==> src/rtl/uart_hex_display_ctrl.sv <==
// -----------------------------------------------------------------------------
// uart_hex_display_ctrl
//   Takes received bytes over a valid/ready handshake and shifts each one in as
//   two hex digits, so the display holds a right-justified hex history of the
//   most recent bytes. The digits are time-multiplexed onto one shared,
//   active-low segment bus. Each digit slot opens with a blanking interval
//   (all digits off) so the previous digit's pattern cannot ghost onto the
//   next one.
//
//   Optional build macro: UNWRITTEN_BLANK_EN
//     defined   - digits not yet written since reset/clear stay dark (8'hFF).
//     undefined - every digit shows its nibble, so zeros are shown as '0'.
//
// Ports
//   clk_in        in   1           system clock, rising edge
//   rst           in   1           synchronous active-high reset
//   in_data       in   8           received byte
//   in_valid      in   1           in_data valid this cycle
//   in_ready      out  1           byte can be accepted this cycle
//   segments      out  8           active-low {dp,g,f,e,d,c,b,a}
//   digit_select  out  NUM_DIGITS  active-low one-hot enable, bit 0 rightmost
//   leds          out  8           last accepted non-clear byte
// -----------------------------------------------------------------------------
module uart_hex_display_ctrl #(
   parameter int         NUM_DIGITS   = 4,     // even, >= 2
   parameter int         SCAN_DIV     = 8000,  // cycles per digit slot
   parameter int         BLANK_CYCLES = 64,    // 1 .. SCAN_DIV-1
   parameter logic [7:0] CLEAR_CODE   = 8'h0A
) (
   input  logic                  clk_in,
   input  logic                  rst,
   input  logic [7:0]            in_data,
   input  logic                  in_valid,
   output logic                  in_ready,
   output logic [7:0]            segments,
   output logic [NUM_DIGITS-1:0] digit_select,
   output logic [7:0]            leds
);

   localparam int CW = (SCAN_DIV > 1) ? $clog2(SCAN_DIV) : 1;
   localparam int IW = (NUM_DIGITS > 1) ? $clog2(NUM_DIGITS) : 1;

   localparam logic [0:0] S_BLANK = 1'b0;
   localparam logic [0:0] S_DRIVE = 1'b1;

   localparam logic [CW-1:0] SLOT_LAST  = CW'(SCAN_DIV - 1);
   localparam logic [CW-1:0] BLANK_LAST = CW'(BLANK_CYCLES - 1);
   localparam logic [IW-1:0] IDX_LAST   = IW'(NUM_DIGITS - 1);

   logic [NUM_DIGITS-1:0][3:0] digits;
   logic [CW-1:0]              slot_cnt, slot_cnt_nxt;
   logic [IW-1:0]              idx, idx_nxt;
   logic [0:0]                 state, state_nxt;
   logic                       accept, clear_hit;
   logic                       dark;

   assign accept    = in_valid & in_ready;
   assign clear_hit = accept && (in_data == CLEAR_CODE);

   // Active-low 7-segment pattern with dp forced off.
   function automatic logic [7:0] encode(input logic [3:0] n);
      logic [6:0] p;
      case (n)
         4'h0: p = 7'h3F;  4'h1: p = 7'h06;  4'h2: p = 7'h5B;  4'h3: p = 7'h4F;
         4'h4: p = 7'h66;  4'h5: p = 7'h6D;  4'h6: p = 7'h7D;  4'h7: p = 7'h07;
         4'h8: p = 7'h7F;  4'h9: p = 7'h6F;  4'hA: p = 7'h77;  4'hB: p = 7'h7C;
         4'hC: p = 7'h39;  4'hD: p = 7'h5E;  4'hE: p = 7'h79;  default: p = 7'h71;
      endcase
      return {1'b1, ~p};
   endfunction

   // Scan FSM next state. Outputs are registered from the *next* state so the
   // pins change exactly on the slot boundary edge.
   always_comb begin
      slot_cnt_nxt = (slot_cnt == SLOT_LAST) ? '0 : slot_cnt + 1'b1;
      idx_nxt      = idx;
      state_nxt    = state;
      case (state)
         S_BLANK: if (slot_cnt == BLANK_LAST) state_nxt = S_DRIVE;
         default: if (slot_cnt == SLOT_LAST) begin
            state_nxt = S_BLANK;
            idx_nxt   = (idx == IDX_LAST) ? '0 : idx + 1'b1;
         end
      endcase
   end

`ifdef UNWRITTEN_BLANK_EN
   localparam int FW = $clog2(NUM_DIGITS + 1);
   localparam logic [FW-1:0] FILL_MAX = FW'(NUM_DIGITS);

   // Number of digits written since reset/clear; saturates at NUM_DIGITS.
   logic [FW-1:0] fill;

   always_comb begin
      dark = (int'(idx_nxt) >= int'(fill));
   end

   always_ff @(posedge clk_in) begin
      if (rst) begin
         fill <= '0;
      end else if (clear_hit) begin
         fill <= '0;
      end else if (accept) begin
         fill <= (fill >= FILL_MAX - FW'(2)) ? FILL_MAX : fill + FW'(2);
      end
   end
`else
   always_comb begin
      dark = 1'b0;
   end
`endif

   always_ff @(posedge clk_in) begin
      if (rst) begin
         in_ready     <= 1'b0;
         segments     <= 8'hFF;
         digit_select <= '1;
         leds         <= 8'h00;
         digits       <= '0;
         slot_cnt     <= '0;
         idx          <= '0;
         state        <= S_BLANK;
      end else begin
         in_ready <= 1'b1;
         slot_cnt <= slot_cnt_nxt;
         idx      <= idx_nxt;
         state    <= state_nxt;

         // Segments are built from the digit register as it stands before this
         // edge, so a byte accepted now reaches the pins one edge later.
         if (state_nxt == S_DRIVE) begin
            digit_select <= ~(NUM_DIGITS'(1) << idx_nxt);
            segments     <= dark ? 8'hFF : encode(digits[idx_nxt]);
         end else begin
            digit_select <= '1;
            segments     <= 8'hFF;
         end

         if (clear_hit) begin
            digits <= '0;
         end else if (accept) begin
            // Shift up two nibbles; the new byte lands in digits[1:0].
            digits <= (digits << 8) | (4*NUM_DIGITS)'(in_data);
            leds   <= in_data;
         end
      end
   end

endmodule

==> config.mk <==
export PLATFORM = sky130hd
export DESIGN_NAME = uart_hex_display_ctrl
export DESIGN_NICKNAME = d
export VERILOG_FILES = /design/src/rtl/uart_hex_display_ctrl.sv
export SDC_FILE = /design/constraint.sdc
export NUM_CORES = 1
export LEC_CHECK = 0
export ABC_CLOCK_PERIOD_IN_PS = 4500
export CAP_MARGIN = 40
export CELL_PAD_IN_SITES_DETAIL_PLACEMENT = 1
export CELL_PAD_IN_SITES_GLOBAL_PLACEMENT = 1
export CORE_UTILIZATION = 44
export CTS_CLUSTER_SIZE = 25
export DETAILED_ROUTE_END_ITERATION = 8
export GPL_ROUTABILITY_DRIVEN = 0
export PLACE_DENSITY = 0.93
export SETUP_SLACK_MARGIN = 0.05
export SLEW_MARGIN = 10
export SYNTH_ARGS = -nofsm -noshare
export SYNTH_HDL_FRONTEND = slang
export SYNTH_SLANG_ARGS = --single-unit
==> constraint.sdc <==
create_clock -name clk_in -period 4.5 [get_ports clk_in]
set_input_delay 1.125 -clock clk_in [delete_from_list [all_inputs] [get_ports clk_in]]
set_output_delay 1.125 -clock clk_in [all_outputs]
set_load 0.01 [all_outputs]
==> run_results.csv, run 1 <==
group,metric,value,unit
timing,worstMarginPinSlew,0.643,ns
cts,cts_buffers,5,
floorplanning,fp-row-count,26,
synthesis,yosys.area.top_type_share,44.9,%
floorplanning,initial_core_util,45.4,%
timing,final.setup.tns,0,ns
global_route,use_met2,40.8,%
placed_design,dpl_cell_area,2660,um^2
synthesis,synth_edf_count,0,
cts,ctsLongestPathBuffers,2,
power_and_ir_drop,ir_drop,0.193,mV
timing,slew_violations,0,
synthesis,synth_ff_type,"dfxtp_1",
routing,first_pass_iters,4,
setup_path,cp.arrival,3.78,ns
synthesis,postSynth.asyncResetShare,0,%
synthesis,yosys_warnings,0,
setup_path,cp_num_cells,11,
cts,clock-root-buffer,"clkbuf_8",
min_path,hold_path.class,"register to register",
synthesis,postSynthCellCount,255,
global_route,met3_usage,4.69,%
floorplanning,die_x,74.6,um
cts,tritoncts,"done",
timing,setup_viol,0,
setup_path,cp_slowest_stage_delay,0.52,ns
cts,cts_hold_buf,0,
cts,h-tree-depth,2,
setup_path,rrSetupSlack,0.90,ns
cts,cts.sinks,52,
setup_path,worst-path-buf-inv,1,
setup_path,crit_path_cell_trace,"ha_1 -> and4_1 -> and4_4 -> mux2i_4 -> mux2i_1 -> mux2i_1 -> inv_1 -> ha_1 -> and3_1 -> a2111oi_2 -> a41oi_1",
global_route,grt_first_pass_wirelength,9710,um
run,drv_cap,0,
power_and_ir_drop,power_frac_seq,52.4,%
floorplanning,die_y,74.6,um
synthesis,syn_avg_cell_area,9.10,um^2
timing,fin_crit_sh,80.1,%
cells_and_area,area_growth,20.1,%
setup_path,worstSetupPathType,"register to register",
setup_path,cp.required,4.67,ns
timing,setup_ws,0.897,ns
cells_and_area,drive_gt1_share,7.09,%
timing,fin_worst_skew,0.00596,ns
setup_path,cp_slowest_cell,"mux2i_4",
power_and_ir_drop,p_sw,0.196,mW
synthesis,ys_types,43,
timing,fmax,0.278,GHz
placed_design,pre_cts_ws,1.03,ns
setup_path,path_max_fanout,14,
cts,clk_latency,0.31,ns
cells_and_area,mostFrequentLayoutCells,"nand2_1, dfxtp_1, clkdlybuf4s50_1",
timing,finalHoldViolations,0,
routing,route.vias.total,1945,
floorplanning,dieArea,5570,um^2
cells_and_area,final_nets,302,
cells_and_area,utilization,54.6,%
global_route,antenna_found_initial,0,
placed_design,place_hpwl,4040,um
floorplanning,pin_count,32,
setup_path,critPathCaptureType,"register",
timing,finalCriticalPeriod,3.60,ns
power_and_ir_drop,switching_share,21.4,%
synthesis,syn_area,2320,um^2
cts,post_cts_buffers,0,
power_and_ir_drop,power_frac_clock,40.2,%
routing,antenna_left,0,
routing,drc,0,
cells_and_area,layout_commonest_cell,"nand2_1",
power_and_ir_drop,power.internal,0.718,mW
global_route,grt_overflow,0,
timing,rsz0062_at_grt,"no",
routing,viasPerCell,5.53,
run_status,status,"finished, final reports clean",
synthesis,ys_seq_area_share,44.9,%
floorplanning,core_area,5110,um^2
setup_path,start_kind,"register",
cts,path_clk_slew,0.09,ns
synthesis,ys_ff_latch,52,
timing,worst_slew_margin_rel,57.0,%
routing,drt-total-wl,5820,um
timing,hold_ws,0.466,ns
setup_path,r2r_cells,11,
power_and_ir_drop,powerDensity,328,nW/um^2
setup_path,reg2reg_from,"slot_cnt[0]",
cells_and_area,num_antenna_cells,0,
synthesis,synth_nets,275,
routing,first_iter_violations,92,
power_and_ir_drop,p_comb_share,7.4,%
routing,wire_per_inst,16.5,um
synthesis,yosys.area.top_type,"dfxtp_1",
global_route,use_met1,28.1,%
setup_path,crit_start,"slot_cnt[0]",
global_route,track_usage,23.2,%
cts,post_cts_resized,0,
synthesis,synth_area_leaders,"dfxtp_1, nand2_1, a21oi_1",
cells_and_area,design_area,2790,um^2
global_route,busiest_layer,"met2",
placed_design,io_buffers,30,
setup_path,cp-endpoint,"segments[3]",
setup_path,path_delay_family,"multiplexers",
global_route,grt_max_degree,18,
global_route,grt_pass1_vias,2007,
setup_path,reg2reg_to,"segments[3]",
power_and_ir_drop,p_leak,1.05,nW
layer usage:
metal / share of wire [%] / routed length [um]
met5: 0 / 0
met3: 3.4 / 197
met4: 1.5 / 85
met1: 43 / 2520
met2: 52 / 3020
registers in the layout, summed over array words and instances (netlist names):
register	cells
slot_cnt	13
idx	2
leds	8
in_ready	1
digits	16
segments	7
state	1
digit_select	4
final cells by class:
type                       count  area (um^2)
clock buffer                   5         68.8
clock inverter                 2         60.1
fill                         613         2320
inverter                       5         18.8
multi-input combinational    187         1200
sequential                    52         1040
tap                           70         87.6
timing repair buffer          31          308
power by group through the flow:
stage	Combinational [mW]	Clock, mW	Sequential [mW]
after floorplan	0.0373	0	0.489
after global placement	0.0633	0	0.488
after detailed placement	0.0669	0	0.489
after CTS	0.0683	0.373	0.479
after global routing	0.0747	0.395	0.480
final	0.0681	0.367	0.479
how the worst min path moves through the flow:
| stage | start | to | slack (ns) | cells after the start |
|---|---|---|---|---|
| global route | digits[13] | digits[13] | 0.49 | 2 |
| floorplan | slot_cnt[0] | slot_cnt[0] | 0.43 | 1 |
| global placement | digits[13] | digits[13] | 0.44 | 2 |
| CTS | digits[13] | digits[13] | 0.47 | 2 |
| finish | digits[13] | digits[13] | 0.47 | 2 |
| detailed placement | leds[5] | leds[5] | 0.45 | 2 |
synthesized netlist by cell type (4+ instances only):
library cell,count
xor2_1,7
inv_1,4
nand2_1,54
nand3_1,7
nor2_1,19
dfxtp_1,52
clkbuf_1,7
mux2i_1,12
a21oi_1,25
xnor2_1,4
ha_1,9
o21ai_0,4
tightest hold or removal path: stages (launching register included):
cell and delay (ns):
dfxtp_1 0.32, nand2_1 0.06, a21oi_1 0.06
cells by family (layout without fill, tap and decap cells):
| logic type | Yosys count | after routing | share of synthesized area, % |
|---|---|---|---|
| AOI/OAI and AO/OA | 43 | 43 | 12.2 |
| xor gates and xnor gates | 11 | 11 | 4.15 |
| adders and majority gates | 9 | 9 | 4.85 |
| buffers and inverters | 16 | 43 | 3.29 |
| DFF | 52 | 52 | 44.9 |
| muxes | 16 | 16 | 8.25 |
| other | 1 | 1 | 0.162 |
| and+or+nand+nor | 107 | 107 | 22.2 |
stage by stage:
step | total power [mW] | cells
2_1_floorplan | 0.526 | 255
3_3_place_gp | 0.552 | 345
3_5_place_dp | 0.556 | 345
4_1_cts | 0.921 | 352
5_1_grt | 0.950 | 352
6_report | 0.914 | 352
Power figures use the tool's default switching activity.
==> run 2: changes to the inputs <==
--- a/config.mk
+++ b/config.mk
@@ -5,15 +5,15 @@
 export SDC_FILE = /design/constraint.sdc
 export NUM_CORES = 1
 export LEC_CHECK = 0
-export ABC_CLOCK_PERIOD_IN_PS = 4500
+export ABC_CLOCK_PERIOD_IN_PS = 3200
 export CAP_MARGIN = 40
 export CELL_PAD_IN_SITES_DETAIL_PLACEMENT = 1
 export CELL_PAD_IN_SITES_GLOBAL_PLACEMENT = 1
-export CORE_UTILIZATION = 44
+export CORE_UTILIZATION = 37
 export CTS_CLUSTER_SIZE = 25
 export DETAILED_ROUTE_END_ITERATION = 8
 export GPL_ROUTABILITY_DRIVEN = 0
-export PLACE_DENSITY = 0.93
+export PLACE_DENSITY = 0.85
 export SETUP_SLACK_MARGIN = 0.05
 export SLEW_MARGIN = 10
 export SYNTH_ARGS = -nofsm -noshare
==> constraint.sdc (replaced) <==
create_clock -name clk_in -period 3.2 [get_ports clk_in]
set_input_delay 0.8 -clock clk_in [delete_from_list [all_inputs] [get_ports clk_in]]
set_output_delay 0.8 -clock clk_in [all_outputs]
set_load 0.01 [all_outputs]
==> run 2 against run 1 <==
  * Setup slack worse by 0.62 ns
  * Fmax grew 23%
  * Utilization shrank 7.8 points
  * Count of clock-buffer cells in the layout did not move
  * Via count decreased by 2.6%
  * Hold slack lost 0.0069 ns
==> run_results.csv, run 2 (synthesis results as in run 1) <==
group,metric,value,unit
run_status,status,"finished, final reports clean",
timing,worstMarginPinSlew,0.526,ns
floorplanning,die_y,81.2,um
cells_and_area,reg_top3,"digits (16), slot_cnt (13), leds (8)",
min_path,min_delay_path_depth,2,
cts,cts_hold_buf,0,
setup_path,cp.required,3.38,ns
global_route,grt_overflow,0,
min_path,worstHoldEndpoint,"digits[15]",
routing,viasPerCell,5.22,
power_and_ir_drop,ir_drop,0.186,mV
setup_path,critPathCaptureType,"register",
global_route,track_usage,17.2,%
placed_design,pre_cts_ws,0.299,ns
global_route,grt_first_pass_wirelength,8770,um
min_path,hold_path.class,"register to register",
power_and_ir_drop,power_frac_clock,34.1,%
placed_design,dpl_cell_area,2700,um^2
floorplanning,die_x,81.2,um
routing,first_iter_violations,62,
setup_path,reg2reg_to,"segments[3]",
cts,cts_buffers,5,
setup_path,path_delay_family,"simple AND/OR/NAND/NOR gates",
global_route,grt_pass1_vias,1898,
cells_and_area,largest-register,"digits",
routing,antenna_left,0,
setup_path,r2r_cells,10,
floorplanning,core_area,5990,um^2
timing,fin_worst_skew,0.00943,ns
floorplanning,fp-row-count,28,
cells_and_area,layout_commonest_cell,"nand2_1",
timing,slew_violations,0,
timing,worst_slew_margin_rel,64.9,%
placed_design,io_buffers,30,
routing,drc,0,
setup_path,path_max_fanout,8,
cts,post_cts_resized,0,
setup_path,cp_slowest_cell,"dfxtp_1",
timing,finalHoldViolations,0,
timing,fin_crit_sh,91.4,%
power_and_ir_drop,power.internal,0.865,mW
cts,tritoncts,"done",
timing,fmax,0.342,GHz
run,drv_cap,0,
cells_and_area,drive_gt1_share,9.38,%
power_and_ir_drop,power_frac_seq,57.7,%
routing,route.vias.total,1895,
setup_path,start_kind,"register",
cts,clock-root-buffer,"clkbuf_8",
cells_and_area,nFillCells,711,
cells_and_area,mostFrequentLayoutCells,"nand2_1, dfxtp_1, clkdlybuf4s50_1",
routing,wire_per_inst,13.8,um
cts,ctsLongestPathBuffers,2,
cts,post_cts_buffers,0,
power_and_ir_drop,powerDensity,416,nW/um^2
setup_path,worstSetupPathType,"register to register",
floorplanning,pin_count,32,
power_and_ir_drop,p_sw,0.301,mW
cells_and_area,area_growth,20.6,%
timing,final.setup.tns,0,ns
floorplanning,dieArea,6590,um^2
cells_and_area,largest_reg_flops,16,
cells_and_area,final_nets,307,
setup_path,crit_path_cell_trace,"nor3b_4 -> and4_4 -> mux2i_4 -> nor2b_1 -> a211oi_1 -> a21oi_2 -> ha_1 -> and3_1 -> a2111oi_2 -> a41oi_1",
global_route,grt_max_degree,19,
setup_path,cp.arrival,3.11,ns
setup_path,reg2reg_from,"slot_cnt[5]",
power_and_ir_drop,p_comb_share,8.1,%
timing,setup_viol,0,
power_and_ir_drop,switching_share,25.8,%
min_path,min_from,"digits[15]",
cells_and_area,utilization,46.7,%
cells_and_area,num_antenna_cells,0,
timing,setup_ws,0.276,ns
cts,clk_latency,0.31,ns
setup_path,worst-path-buf-inv,0,
power_and_ir_drop,p_leak,1.06,nW
placed_design,place_hpwl,3690,um
cells_and_area,design_area,2800,um^2
cts,path_clk_slew,0.10,ns
global_route,antenna_found_initial,0,
setup_path,cp_slowest_stage_delay,0.44,ns
routing,drt-total-wl,4990,um
routing,first_pass_iters,4,
floorplanning,initial_core_util,38.7,%
setup_path,rrSetupSlack,0.28,ns
timing,finalCriticalPeriod,2.92,ns
cts,h-tree-depth,2,
cts,cts.sinks,52,
timing,rsz0062_at_grt,"no",
==> run 2: cell types whose count changed in the layout (fill, tap and decap cells not counted), sizes merged <==
cell and delta:
bufinv -2, inv +2, clkinvlp +1, buf +5
==> run 2: area by class of cell <==
type | count | area [um^2] | area share, %
multi-input combinational | 187 | 1210 | 43.1
sequential | 52 | 1040 | 37.2
timing repair buffer | 36 | 345 | 12.3
tap | 75 | 93.8 | 3.35
clock buffer | 5 | 68.8 | 2.46
clock inverter | 3 | 25.0 | 0.894
inverter | 5 | 18.8 | 0.670
==> run 2: metal layers <==
metal	vias up	GRT usage [%]	share of wire [%]
li1	945	-	-
met1	905	21.3	48
met2	39	29.7	47
met3	6	4.04	3.8
met4	0	4.29	1.0
met5	-	0	0
==> run 2: worst max path at each step <==
stage | endpoint | depth (start not counted) | slack, ns | startpoint
global placement | segments[0] | 9 | 0.43 | slot_cnt[5]
finish | segments[3] | 10 | 0.28 | slot_cnt[5]
floorplan | segments[3] | 13 | 0.19 | slot_cnt[0]
CTS | segments[0] | 9 | 0.27 | slot_cnt[5]
detailed placement | segments[0] | 9 | 0.30 | slot_cnt[5]
global route | segments[3] | 10 | 0.08 | slot_cnt[5]
==> run 2: tightest hold or removal path, stage by stage (launching register included) <==
cell and delay, ns:
dfxtp_1 0.32, nand2_1 0.05, a21oi_1 0.05
==> run 2: power by group through the flow <==
stage / clock, mW / sequential (mW) / combinational, mW
after CTS: 0.410 / 0.673 / 0.0955
after global routing: 0.435 / 0.675 / 0.105
after global placement: 0 / 0.687 / 0.0919
after floorplan: 0 / 0.687 / 0.0524
after detailed placement: 0 / 0.688 / 0.0947
final: 0.398 / 0.673 / 0.0950
==> run 2: metrics by stage <==
step | hold WS, ns | power, mW | std cells
after floorplan | 0.430 | 0.740 | 255
after global placement | 0.442 | 0.779 | 355
after detailed placement | 0.447 | 0.783 | 355
after CTS | 0.462 | 1.18 | 363
after global routing | 0.482 | 1.22 | 363
final | 0.459 | 1.17 | 363
